==> config.mk <==
export PLATFORM = sky130hd
export DESIGN_NAME = sevenseg_scan_ctrl
export DESIGN_NICKNAME = d
export VERILOG_FILES = /design/src/rtl/sevenseg_scan_ctrl.sv
export SDC_FILE = /design/constraint.sdc
export NUM_CORES = 1
export LEC_CHECK = 0
export CELL_PAD_IN_SITES_DETAIL_PLACEMENT = 1
export CELL_PAD_IN_SITES_GLOBAL_PLACEMENT = 1
export CORE_UTILIZATION = 40
export CTS_CLUSTER_SIZE = 28
export DETAILED_ROUTE_END_ITERATION = 10
export DONT_BUFFER_PORTS = 1
export PLACE_DENSITY_LB_ADDON = 0.1
export SLEW_MARGIN = 5
export SYNTH_ARGS = -nofsm -noshare
export SYNTH_HDL_FRONTEND = slang
export SYNTH_SLANG_ARGS = --single-unit
==> constraint.sdc <==
create_clock -name clk -period 2 [get_ports clk]
set_clock_uncertainty 0.05 [all_clocks]
set_input_delay 0.2 -clock clk [delete_from_list [all_inputs] [get_ports clk]]
set_output_delay 0.2 -clock clk [all_outputs]
set_load 0.005 [all_outputs]
==> src/rtl/sevenseg_scan_ctrl.sv <==
// sevenseg_scan_ctrl: time-multiplexed digit scanner feeding one shared seven-segment decoder,
// with frame-synchronised value updates and a blanking gap at the start of every slot.
module sevenseg_scan_ctrl #(
  parameter int DIGITS   = 4,
  parameter int PRESCALE = 1000,
  parameter int BLANK    = 16
) (
  input  logic                clk,
  input  logic                rst_n,
  input  logic                en,
  input  logic                load,
  input  logic [4*DIGITS-1:0] value,
  input  logic [DIGITS-1:0]   blank_mask,
  output logic [3:0]          data,
  output logic [DIGITS-1:0]   an,
  output logic                pending,
  output logic                frame_done
);
  localparam int CW = (PRESCALE > 1) ? $clog2(PRESCALE) : 1;
  localparam int IW = (DIGITS > 1) ? $clog2(DIGITS) : 1;

  typedef enum logic {ST_BLANK, ST_DRIVE} state_t;

  state_t              state_q, state_d;
  logic [CW-1:0]       cnt_q, cnt_d;
  logic [IW-1:0]       idx_q, idx_d;
  logic [4*DIGITS-1:0] staging_q, staging_d, active_q, active_d;
  logic [3:0]          data_q, data_d;
  logic [DIGITS-1:0]   an_q, an_d;
  logic                pending_q, pending_d, fd_q, fd_d, en_q;
  logic                run, slot_end, frame_end;

  // en_q low on the first enabled cycle after a pause restarts the held slot from cnt=0
  always_comb begin
    run       = en && en_q;
    slot_end  = run && cnt_q == CW'(PRESCALE - 1);
    frame_end = slot_end && idx_q == IW'(DIGITS - 1);
    cnt_d     = !en ? cnt_q : (!en_q || slot_end) ? '0 : cnt_q + CW'(1);
    idx_d     = frame_end ? '0 : slot_end ? idx_q + IW'(1) : idx_q;
    staging_d = load ? value : staging_q;
    active_d  = (frame_end && load) ? value : (frame_end && pending_q) ? staging_q : active_q;
    pending_d = frame_end ? 1'b0 : (load || pending_q);
    fd_d      = frame_end;
    state_d   = (state_q == ST_BLANK) ? ((cnt_d == CW'(BLANK)) ? ST_DRIVE : ST_BLANK)
                                      : ((cnt_d == '0) ? ST_BLANK : ST_DRIVE);
    data_d    = '0;
    an_d      = '1;
    for (int k = 0; k < DIGITS; k++) begin
      if (idx_d == IW'(k)) begin
        data_d  = active_d[4*k +: 4];
        an_d[k] = !(en && state_d == ST_DRIVE && !blank_mask[k]);
      end
    end
  end

  always_ff @(posedge clk or negedge rst_n) begin
    if (!rst_n) begin
      state_q   <= ST_BLANK;
      cnt_q     <= '0;
      idx_q     <= '0;
      staging_q <= '0;
      active_q  <= '0;
      data_q    <= '0;
      an_q      <= '1;
      pending_q <= 1'b0;
      fd_q      <= 1'b0;
      en_q      <= 1'b1;
    end else begin
      state_q   <= state_d;
      cnt_q     <= cnt_d;
      idx_q     <= idx_d;
      staging_q <= staging_d;
      active_q  <= active_d;
      data_q    <= data_d;
      an_q      <= an_d;
      pending_q <= pending_d;
      fd_q      <= fd_d;
      en_q      <= en;
    end
  end

  assign data       = data_q;
  assign an         = an_q;
  assign pending    = pending_q;
  assign frame_done = fd_q;
endmodule

After elaboration in Yosys (flattened, before gate mapping)
Index checks and enable logic that the tools add are counted.
W data, S select, Z words.

word-level totals
  register bits after elaboration = 56
  input bits = 24
  output and inout port bits = 10

operators by class
  reduce and logical (&&, ||, !) cells = 23
  add/sub/neg operators = 2
  equal/unequal tests = 6
  multiplexer cells = 18

operators with widths
  operator                 count
  $mux W16                 2
  $mux W10                 2
  $mux W4                  4
  $add A10 B1 Y10 const B  1
  $eq A10 B10 Y1 const B   1
  $eq A10 B5 Y1 const B    1
  $logic_and A1 B1 Y1      10
  $logic_not A10 Y1        1
  $logic_not A1 Y1         9
  $mux W1                  8
  $eq A2 B2 Y1 const B     3
  $mux W2                  2
  $add A2 B1 Y2 const B    1
  $eq A2 B1 Y1 const B     1
  $logic_not A2 Y1         1
  $logic_or A1 B1 Y1       2

Depth between registers and ports, before layout
Gate-level depths: netlist of the first run.

  word-level depth = 12
  mapped depth = 8
  gate-level depth less buffers = 7

Least setup slack after synthesis of the first run
No wires, ideal clock.

  path type = register -> register
  start = register cnt_q[0]
  end = register data_q[3] (netlist: data[3])
  clock period less this slack = 2.086 ns
  arrival time = 1.912 ns
  required time = 1.826 ns
  setup time = 0.124 ns
  stages on the path, launching flop included = 9
  setup slack = -0.086 ns
  cell sequence = dfrtp_1 ha_1 and3_1 nand4_1 buf_2 o31ai_1 a221o_1 a22o_1 a211o_1

RTL lines
  what                       RTL line  RTL
  start, declared            25        logic [CW-1:0] cnt_q, cnt_d;
  start signal, assigned     70        cnt_q <= cnt_d;
  $eq A10 B10 Y1 (*)         36        slot_end = run && cnt_q == CW'(PRESCALE - 1);
  $logic_and A1 B1 Y1 (*)    36
  $logic_and A1 B1 Y1 (*)    37        frame_end = slot_end && idx_q == IW'(DIGITS - 1);
  $logic_and A1 B1 Y1        41        active_d = (frame_end && load) ? value : (frame_end && pending_q) ? staging_q : active_q;
  $mux W16                   41
  $mux W16 (*)               41
  net active_d[11]           27        logic [4*DIGITS-1:0] staging_q, staging_d, active_q, active_d;
  $mux W4 (*) (2 in series)  49        if (idx_d == IW'(k)) begin
  net data_d[3]              28        logic [3:0] data_q, data_d;
  end signal, assigned       74        data_q <= data_d;
  end, declared              28

Mark *: on every way through the listed nets, which the timed path passes. The rest lies on a longest branch.
A chain may end at the register's enable or synchronous reset.

Worst setup path in the final report of the first run
  start = register cnt_q[1]
  end = register data_q[3] (netlist: data[3])

Same word-level chain as after synthesis.

==> summary.md, run 1 <==
| Metric | Value |
|---|---|
| Vias | roughly 2.5k |
| Clock Power Share | 29.3% |
| Seq/Total Area, Yosys | between 40% and 50% |
| Number of synthesized register bits | 56 |
| # rows | 30 |
| Hold Fails Final Rpt | 0 |
| Fill cells | 771 |
| Area growth, synth to finish | 34.6% |
| Top cell type by total area after synthesis | dfrtp_1 |
| Worst-Skew Late Latency | 0.31 ns |
| Pleak | 0.00171 uW |
| Status | finished with violations |
| Clock sink count | 56 |
| Final setup vio count | 3 |
| Ys flop type | dfrtp_1 |
| Routability congestion estimate | 0.795 |
| Slowest CP cell | dfrtp_1 |
| CP cell instances | ha_4 -> and3_4 -> and4_4 -> nand2_4 -> a221o_1 -> a22o_1 -> a211o_1 |
| N_diodes | 0 |
| EDFF count, synth | 0 |
| Final WS setup | -0.0773 ns |
| Clock Path Buffers | 2 |
| Gr usage total | between 20% and 30% |
| CTS tree | built |
| Initial core utilization | 41.8% |
| Nets@finish | 387 |
| Hold Path Class | primary input to register |
| Post-DP Area | roughly 0.0033 mm^2 |
| Comb pwr share | between 10% and 20% |
| Ports | 34 |
| Post-synthesis cell area | 0.00286 mm^2 |
| Worst setup SP type | register |
| Clock slew at reported path FFs | 0.11 ns |
| Syn Inst Count | 287 |
| Die X | 86.5 um |
| Setup slack, reg-to-reg | -0.08 ns |
| Die height | 86.5 um |
| DRC viols | 0 |
| Critical path arrival | 2.24 ns |
| Reg2reg end | data[3] |
| Count of pins over their slew limit | 0 |
| Largest net degree at the start of global routing | 57 |
| Max_cap viols | 0 |
| Post-synth ARST share | 100% |
| Internal power | ~1600 uW |
| Top delay family on crit path | compound AO/OA/AOI/OAI gates |
| Final wirelength | 8390 um |
| HP Start | value[6] |
| Minimum clock period | 2.08 ns |
| Routed wire length per instance | around 18 um |
| Antenna violations before repair | 0 |
| Hpwl dp | 5750 um |
| Worst Setup End Kind | register |
| Failing checks | negative setup slack |
| Final hold slack | around 0.013 ns |
| Max FO, Critical Path | 6 |
| Post-synth cell types | 55 |
| DRT antenna net count | 0 |
| Port Buffer Count | 0 |
| Max-slew headroom | 51.3% |
| Hold path depth | 1 |
| Cell Pwr Density | 573 mW/mm^2 |
| Full die area | 0.00748 mm^2 |
| Synthesized Nets | 313 |
| Vias per inst | 5.53 |
| Reg2reg path depth | 7 |
| Worst Hold End | active_q[6] |
| Worst r2r src | cnt_q[1] |
| Gr ovfl total | 0 |
| 1st-iter DRT viols | 86 |
| Setup TNS | -0.104 ns |
| YS warnings | 0 |
| Pre-antenna DRT Iters | 4 |
| Net Sw Power | 605 uW |
| Slew @ Worst Pin | 0.728 ns |
| Overall power | about 2200 uW |
| Final period util | 104% |
| Worst setup path class | register to register |
| Total CTS buffers | 5 |
| Switching Fraction | 27.4% |
| Vias in the first global route | 2712 |
| Share of layout cells above drive strength 1 | 32.9% |
| Syn Area/Cell | 9.95 um^2 |
| Share of the synthesized area in the top cell type | 44.7% |
| CTS root buffer | clkbuf_8 |
| Peak supply drop | between 0.3 and 0.4 mV |
| Fmax | ~480 MHz |
| Sequential share of power | 55.5% |
| Setup WS pre-CTS | -0.0763 ns |
| WP buf/inv | 0 |
| Global-route wire length before repair | 13400 um |
| CP required | 2.16 ns |
| Core ar. | 0.00683 mm^2 |
| CTS HTree Levels | 2 |
| RSZ-0062 raised after global routing | true |
| Crit path largest cell delay | 0.41 ns |
| Area contributors post-synth | dfrtp_1, mux2_2, dfstp_2 |
| Post-route cell area | 0.00385 mm^2 |
## layer usage
layer	part of all wire [%]	vias up	global-route usage (%)	wire [um]
li1	-	1202	-	-
met1	47	1276	32.6	3930
met2	49	46	39.2	4080
met3	3.1	10	3.33	261
met4	1.4	0	5.91	117
met5	0	-	0	0
## cell usage after synthesis (all sizes together) (2+ instances only)
cell    number
o22ai        3
mux2i        2
a22oi        6
clkbuf       4
nand2b       3
inv         12
a221o        8
dfstp        5
mux2        13
nand2       34
ha           2
nor2        27
a221oi       2
nand3       10
a41oi        2
a21oi        8
and2         2
dfrtp       51
and3         3
nor2b        8
o221a        3
buf          9
and4         5
o31ai        6
a31oi        5
a21o         2
nand4        3
nor4         5
xnor2        6
o21ai       12
nor3         7
xor2         2
or2          2
## stage by stage
step	std cells	util [%]
6_report	458	56.3
5_1_grt	458	56.3
4_1_cts	453	53.6
3_5_place_dp	416	47.7
3_3_place_gp	416	47.7
2_1_floorplan	287	-
## power groups by stage
stage                     Combinational, uW  Clock (uW)  Sequential (uW)
after global placement                  214           0             1240
after detailed placement                219           0             1240
final                                   335         646             1220
after global routing                    371         696             1230
after floorplan                         144           0             1240
after CTS                               301         662             1220
## cell families (layout without fill, tap and decap cells)
kind of cell | after synthesis | in the layout | share of synthesized area [%]
AO/OA/AOI/OAI | 66 | 66 | 17.0
flip-flops | 56 | 56 | 49.3
adder cells (fa/ha/maj) | 2 | 2 | 0.876
AND/OR/NAND/NOR | 115 | 115 | 20.7
XOR/XNOR | 8 | 8 | 2.45
buffers and inverters | 25 | 100 | 3.94
multiplexers | 15 | 15 | 5.83
## final cells by class
class	count	area (um^2)	area share [%]
Multi-Input combinational cell	206	1500	39.0
Clock inverter	2	13.8	0.358
Tap cell	96	120	3.12
Clock buffer	6	72.6	1.89
Timing Repair Buffer	80	684	17.8
Sequential cell	56	1410	36.6
Inverter	12	45.0	1.17
## placed cells by master, fill, tap and decap left out, types with 4 or more instances in the layout
| cell | netlist | layout |
|---|---|---|
| buf_4 | 1 | 54 |
| dfrtp_1 | 51 | 50 |
| nand2_1 | 33 | 32 |
| nor2_1 | 27 | 24 |
| dlygate4sd3_1 | 0 | 24 |
| mux2_2 | 13 | 13 |
| inv_1 | 12 | 12 |
| nor2b_1 | 8 | 8 |
| a21oi_1 | 8 | 8 |
| a221o_1 | 8 | 8 |
| nand3_1 | 10 | 6 |
| o21ai_0 | 10 | 6 |
| o31ai_1 | 6 | 5 |
| xnor2_1 | 6 | 5 |
| o21ai_1 | 2 | 5 |
| nor3_1 | 7 | 5 |
| dfstp_2 | 5 | 5 |
| clkbuf_8 | 0 | 5 |
| nand3_2 | 0 | 4 |
| a31oi_1 | 5 | 4 |
| a22oi_1 | 6 | 4 |
## flip-flops by register name, indices dropped and copies added (netlist names)
signal,count
cnt_q,10
staging_q,16
frame_done,1
idx_q,2
an,4
state_q,1
en_q,1
pending,1
data,4
active_q,16
## worst max-delay path by stage
stage,startpoint,end,slack (ns),cells after the start
floorplan,cnt_q[0],data[3],-0.01,7
global placement,cnt_q[0],data[2],-0.02,8
detailed placement,cnt_q[1],data[3],-0.08,8
global route,cnt_q[1],data[3],-0.16,7
finish,cnt_q[1],data[3],-0.08,7
CTS,cnt_q[1],data[3],-0.06,7
## repair_timing
action	in CTS	in global routing
pin swaps	3	9
endpoints found under the setup margin	9	12
endpoints found under the hold margin	78	1
setup buffers	5	4
cloned	0	0
gates resized for setup	5	35
hold buffers	24	1
Note: power is estimated with default switching activity, not from simulation.
==> inputs of run 2 (changes only) <==
--- a/config.mk
+++ b/config.mk
@@ -11,7 +11,7 @@
 export CTS_CLUSTER_SIZE = 28
 export DETAILED_ROUTE_END_ITERATION = 10
 export DONT_BUFFER_PORTS = 1
-export PLACE_DENSITY_LB_ADDON = 0.1
+export PLACE_DENSITY_LB_ADDON = 0.12
 export SLEW_MARGIN = 5
 export SYNTH_ARGS = -nofsm -noshare
 export SYNTH_HDL_FRONTEND = slang
==> run 2 against run 1 <==
Against the previous run:
- largest power group unchanged
- die area is the same
- the flow still finishes with violations (negative setup slack)
- sequential cell count is the same
- cell count is the same
- global-route usage shrank 0.50 points
- highest routed layer unchanged
- routed wire length shrank 4.8%
- critical endpoint unchanged
- clock power grew 20%
- sequential power is essentially flat
- first-iteration DRC count grew 20%
==> summary.md, run 2 (same netlist as run 1, synthesis figures left out) <==
| Metric | Value |
|---|---|
| Worst setup SP type | register |
| Status | finished with violations |
| CTS HTree Levels | 2 (unchanged) |
| Crit path capture | data[3] |
| Antenna violations before repair | 0 (unchanged) |
| Final WS setup | -0.101 ns (-0.0237 ns) |
| Post-Place Cells | 419 (+0.72%) |
| Crit. Startpoint | cnt_q[0] |
| Hpwl dp | 5710 um (-0.68%) |
| Biggest registers after layout | active_q x16, staging_q x16, cnt_q x10 |
| Ports | 34 (unchanged) |
| Peak supply drop | 0.355 mV (-7.2%) |
| Final setup vio count | 6 (+3) |
| Max_cap viols | 0 (unchanged) |
| Share of layout cells above drive strength 1 | 29.6% (-3.3 points) |
| Vias in the first global route | 2609 (-3.8%) |
| Overall power | 2320 uW (+5.3%) |
| Fill cells | 773 (+0.26%) |
| Finished Layout Cells | 458 (unchanged) |
| Comb pwr share | 13.7% (-1.5 points) |
| Setup slack, reg-to-reg | -0.10 ns (-0.02 ns) |
| Clock Path Buffers | 2 (unchanged) |
| Reg2reg end | data[3] |
| Clock Power Share | 33.3% (+4.0 points) |
| Pleak | 0.00171 uW (+0.36%) |
| Fmax | 476 MHz (-1.1%) |
| Net Sw Power | 590 uW (-2.4%) |
| Die height | 86.5 um (unchanged) |
| Most common cell after layout, fill and taps aside | buf_4 |
| Pre-antenna DRT Iters | 4 (unchanged) |
| Failing checks | negative setup slack |
| CTS tree | built |
| Clock slew at reported path FFs | 0.11 ns (about the same) |
| Post-route cell area | 0.00381 mm^2 (-0.98%) |
| Full die area | 0.00748 mm^2 (unchanged) |
| Fin util | 55.8% (-0.55 points) |
| Gr ovfl total | 0 (unchanged) |
| 1st-iter DRT viols | 103 (+20%) |
| Nets@finish | 387 (unchanged) |
| Critical path arrival | 2.26 ns (+0.02 ns) |
| Routability congestion estimate | 0.827 (+4.0%) |
| CTS root buffer | clkbuf_8 |
| Register Area | 0.00141 mm^2 (about the same) |
| Worst r2r src | cnt_q[0] |
| RSZ-0062 raised after global routing | true |
| Global-route wire length before repair | 13100 um (-2.4%) |
| Final wirelength | 7980 um (-4.8%) |
| Vias | 2477 (-2.2%) |
| Final period util | 105% (+1.2 points) |
| Internal power | 1730 uW (+8.2%) |
| Port Buffer Count | 0 (unchanged) |
| Largest net degree at the start of global routing | 57 (unchanged) |
| CP required | 2.16 ns (about the same) |
| Worst-Skew Late Latency | 0.32 ns (about the same) |
| Max FO, Critical Path | 7 (+1) |
| N_diodes | 0 (unchanged) |
| Routed wire length per instance | 17.4 um (-4.8%) |
| Vias per inst | 5.41 (-2.2%) |
| Switching Fraction | 25.4% (-2.0 points) |
| Area of the multi-input gates | 0.00144 mm^2 (-4.2%) |
| Area growth, synth to finish | 33.3% |
| Count of pins over their slew limit | 0 (unchanged) |
| Total CTS buffers | 5 (unchanged) |
| Cell Pwr Density | 609 mW/mm^2 (+6.3%) |
| Reg2reg path depth | 8 (+1) |
| Hold Path Class | primary input to register |
| Die X | 86.5 um (unchanged) |
| Post-DP Area | 0.00328 mm^2 (+0.69%) |
| DRC viols | 0 (unchanged) |
| Core ar. | 0.00683 mm^2 (unchanged) |
| Initial core utilization | 41.8% (unchanged) |
| # rows | 30 (unchanged) |
| Sequential share of power | 53.0% (-2.5 points) |
| Gr usage total | 23.1% (-0.50 points) |
| Worst setup path class | register to register |
| Max-slew headroom | 54.0% (+2.8 points) |
| Worst Setup End Kind | register |
| Slew @ Worst Pin | 0.687 ns (-0.0414 ns) |
| Commonest cells after routing, fill and taps aside | buf_4, dfrtp_1, nand2_1 |
| Clock sink count | 56 (unchanged) |
| DRT antenna net count | 0 (unchanged) |
| Minimum clock period | 2.10 ns (+0.0237 ns) |
| Hold Fails Final Rpt | 0 (unchanged) |
[run 2: cell types whose count changed in the layout (fill, tap and decap cells not counted), sizes merged]
cell	previous run	this run
dlygate4sd3	24	25
buf	56	55
bufinv	0	1
clkinv	1	0
[run 2: layer usage]
| layer | global-route usage [%] | up-vias | wire, um |
|---|---|---|---|
| li1 | - | 1198 | - |
| met1 | 31.8 | 1217 | 3760 |
| met2 | 38.2 | 50 | 3780 |
| met3 | 4.10 | 12 | 306 |
| met4 | 5.30 | 0 | 135 |
| met5 | 0 | - | 0 |
[run 2: per-stage QoR]
| step | setup slack (ns) | setup TNS, ns | hold WS [ns] |
|---|---|---|---|
| finish | -0.101 | -0.205 | 0.00266 |
| global route | -0.178 | -1.17 | 0.00172 |
| CTS | -0.0846 | -0.352 | 0.000547 |
| detailed placement | -0.250 | -1.55 | -0.144 |
| global placement | -0.216 | -1.23 | -0.144 |
| floorplan | -0.0134 | -0.0134 | -0.146 |
[run 2: repair_timing]
| item | 4_1_cts | 5_1_grt |
|---|---|---|
| pin swaps | 3 | 3 |
| setup endpoints to repair | 11 | 9 |
| endpoints found under the hold margin | 78 | 3 |
| gates resized for setup | 16 | 8 |
| hold buffers | 23 | 3 |
| setup buffers | 4 | 1 |
[run 2: worst max-delay path, cell delays in order (launching register included)]
cell and delay, ns:
dfrtp_1 0.43, ha_4 0.18, and3_4 0.17, and4_4 0.22, buf_4 0.14, buf_4 0.13, a21oi_1 0.29, nor3_1 0.12
a211o_1 0.27
[run 2: worst min-delay path by stage]
stage	start	endpoint	slack (ns)	cells past startpoint
CTS	value[0]	active_q[0]	0.0005	2
finish	value[0]	active_q[0]	0.003	2
floorplan	rst_n	active_q[0]	-0.15	0
global placement	rst_n	cnt_q[7]	-0.14	0
global route	value[0]	active_q[0]	0.002	2
detailed placement	rst_n	cnt_q[7]	-0.14	0
[run 2: layout make-up]
cell class                      instances  share of cell area (%)
Timing Repair Buffer                   80                    17.9
Multi-Input combinational cell        206                    37.8
Tap cell                               96                    3.15
Inverter                               12                    1.18
Sequential cell                        56                    37.0
Clock inverter                          2                    1.02
Clock buffer                            6                    1.91
[run 2: power groups by stage]
stage          clock network [uW]  registers, uW  logic, uW
3_5_place_dp                    0           1240        216
3_3_place_gp                    0           1240        210
6_report                      773           1230        318
4_1_cts                       786           1220        311
5_1_grt                       825           1240        355
2_1_floorplan                   0           1240        144
==> inputs of run 3 (changes only) <==
--- a/config.mk
+++ b/config.mk
@@ -7,7 +7,7 @@
 export LEC_CHECK = 0
 export CELL_PAD_IN_SITES_DETAIL_PLACEMENT = 1
 export CELL_PAD_IN_SITES_GLOBAL_PLACEMENT = 1
-export CORE_UTILIZATION = 40
+export CORE_UTILIZATION = 32
 export CTS_CLUSTER_SIZE = 28
 export DETAILED_ROUTE_END_ITERATION = 10
 export DONT_BUFFER_PORTS = 1
==> run 3 against run 2 <==
Against the previous run:
- the flow finishes with violations (negative hold slack, negative setup slack)
- clock power shrank 17%
- via count grew 0.69%
- largest power group unchanged
- sequential share of layout area down 0.54 points
- highest routed layer unchanged
- critical endpoint unchanged
==> summary.md, run 3 (same netlist as run 1, synthesis figures left out) <==
| Metric | Value |
|---|---|
| Status | finished with violations |
| Failing checks | negative hold slack, negative setup slack |
| Clock sink count | 56 (unchanged) |
| Minimum clock period | 2.13 ns (+0.0298 ns) |
| Clock Path Buffers | 2 (unchanged) |
| Peak supply drop | 0.301 mV (-15%) |
| Register Area | 0.00141 mm^2 (about the same) |
| Area growth, synth to finish | 35.2% |
| # rows | 34 (+13%) |
| Cell Pwr Density | 571 mW/mm^2 (-6.3%) |
| Setup slack, reg-to-reg | -0.13 ns (-0.03 ns) |
| Biggest registers after layout | active_q x16, staging_q x16, cnt_q x10 |
| Die height | 96.5 um (+12%) |
| CTS tree | built |
| Net Sw Power | 601 uW (+1.8%) |
| CTS root buffer | clkbuf_8 |
| Clock slew at reported path FFs | 0.10 ns (about the same) |
| Die X | 96.5 um (+12%) |
| Worst setup path class | register to register |
| Final wirelength | 8520 um (+6.7%) |
| Vias | 2494 (+0.69%) |
| Fmax | 469 MHz (-1.4%) |
| Max-slew headroom | 46.6% (-7.5 points) |
| Final setup vio count | 8 (+2) |
| CP required | 2.16 ns (about the same) |
| Antenna violations before repair | 0 (unchanged) |
| Internal power | 1600 uW (-7.3%) |
| Overall power | 2210 uW (-5.0%) |
| DRT antenna net count | 0 (unchanged) |
| Vias in the first global route | 2611 (+0.077%) |
| Nets@finish | 387 (unchanged) |
| Hold path depth | 2 (unchanged) |
| 1st-iter DRT viols | 71 (-31%) |
| Largest net degree at the start of global routing | 57 (unchanged) |
| N_diodes | 0 (unchanged) |
| Switching Fraction | 27.2% (+1.8 points) |
| Hpwl dp | 5950 um (+4.2%) |
| Clock Power Share | 29.1% (-4.2 points) |
| Routability congestion estimate | 0.785 (-5.2%) |
| Sequential share of power | 55.5% (+2.5 points) |
| Count of pins over their slew limit | 0 (unchanged) |
| Ports | 34 (unchanged) |
| Critical path arrival | 2.29 ns (+0.03 ns) |
| Worst setup SP type | register |
| Port Buffer Count | 0 (unchanged) |
| Pleak | 0.00173 uW (+0.85%) |
| Routed wire length per instance | 18.2 um (+4.2%) |
| Final period util | 107% (+1.5 points) |
| Gr usage total | 19.4% (-3.7 points) |
| Comb pwr share | 15.4% (+1.7 points) |
| Final WS setup | -0.131 ns (-0.0298 ns) |
| Area of the multi-input gates | 0.00150 mm^2 (+4.5%) |
| Hold Path Class | primary input to register |
| Full die area | 0.00931 mm^2 (+24%) |
| Worst Setup End Kind | register |
| Initial core utilization | 32.9% (-8.9 points) |
| Total CTS buffers | 5 (unchanged) |
| DRC viols | 0 (unchanged) |
| Hold Fails Final Rpt | 1 (+1) |
| Reg2reg path depth | 7 (-1) |
| Worst-Skew Late Latency | 0.31 ns (about the same) |
| Fill cells | 999 (+29%) |
| Core ar. | 0.00868 mm^2 (+27%) |
| Final hold slack | -0.00481 ns (-0.00746 ns) |
| Pre-antenna DRT Iters | 4 (unchanged) |
| Commonest cells after routing, fill and taps aside | buf_4, dfrtp_1, nand2_1 |
| Gr ovfl total | 0 (unchanged) |
| Setup WS pre-CTS | -0.183 ns (+0.0667 ns) |
| Share of layout cells above drive strength 1 | 32.4% (+2.9 points) |
| Vias per inst | 5.32 (-1.7%) |
| CTS HTree Levels | 2 (unchanged) |
| Max FO, Critical Path | 6 (-1) |
| Global-route wire length before repair | 13400 um (+2.7%) |
| Most common cell after layout, fill and taps aside | buf_4 |
| Slew @ Worst Pin | 0.799 ns (+0.112 ns) |
| Max_cap viols | 0 (unchanged) |
| RSZ-0062 raised after global routing | true |
==> run 3: cell types whose count changed in the layout (fill, tap and decap cells not counted), moves of 2 or more <==
cell	change
nor2_1	-2
nor2_2	+2
o21ai_0	+2
nor4_4	+2
dlygate4sd3_1	-3
buf_6	+3
o21ai_2	-2
==> run 3: through the flow <==
step	TNS [ns]	hold WS, ns	utilization [%]	cells	area [um^2]
global placement	-0.903	-0.144	38.3	434	3320
CTS	-0.505	0.00325	43.4	469	3760
detailed placement	-1.47	-0.144	38.3	434	3320
global route	-1.36	0.00152	44.5	469	3860
finish	-0.418	-0.00481	44.5	469	3860
floorplan	-0.0134	-0.146	-	287	2870
==> run 3: power by group through the flow <==
stage	Clock, uW	Combinational (uW)	Sequential (uW)
2_1_floorplan	0	144	1240
3_3_place_gp	0	232	1240
3_5_place_dp	0	235	1240
4_1_cts	672	327	1220
5_1_grt	703	376	1230
6_report	641	339	1220
==> run 3: area by class of cell <==
| type | instances | share of cell area, % |
|---|---|---|
| clock inverters | 1 | 0.227 |
| flip-flops and latches | 56 | 36.5 |
| repair buffers | 80 | 17.8 |
| inverters | 12 | 1.17 |
| clock buffers | 6 | 1.88 |
| well taps | 108 | 3.50 |
| multi-input cells | 206 | 39.0 |
==> run 3: routing by layer <==
layer	vias to the layer above	part of all wire [%]	global-route usage (%)
li1	1191	-	-
met1	1265	48	26.5
met2	32	48	32.1
met3	6	2.5	3.36
met4	0	0.72	4.04
met5	-	0	0
==> run 3: timing repair <==
action	in CTS	in global routing
pin swaps	13	7
hold buffers	23	0
hold endpoints to repair	78	0
setup endpoints to repair	11	9
setup buffers	5	1
resized for setup	15	20
==> run 3: critical path, cell delays in order, from the launching register on <==
cell     delay, ns
dfrtp_1       0.43
buf_4         0.18
nor2b_1       0.17
and4_4        0.33
nand2_4       0.07
a221o_1       0.34
a22o_1        0.24
a211o_1       0.23
==> run 3: path summary, 6_finish.rpt <==
check / endpoint / startpoint
max in group asynchronous: en_q / rst_n
setup reg to reg: data[3] / cnt_q[3]
min in group asynchronous: state_q / rst_n
hold reg to reg: staging_q[5] / staging_q[5]
hold / removal: staging_q[9] / value[9]
setup / recovery: data[3] / cnt_q[3]
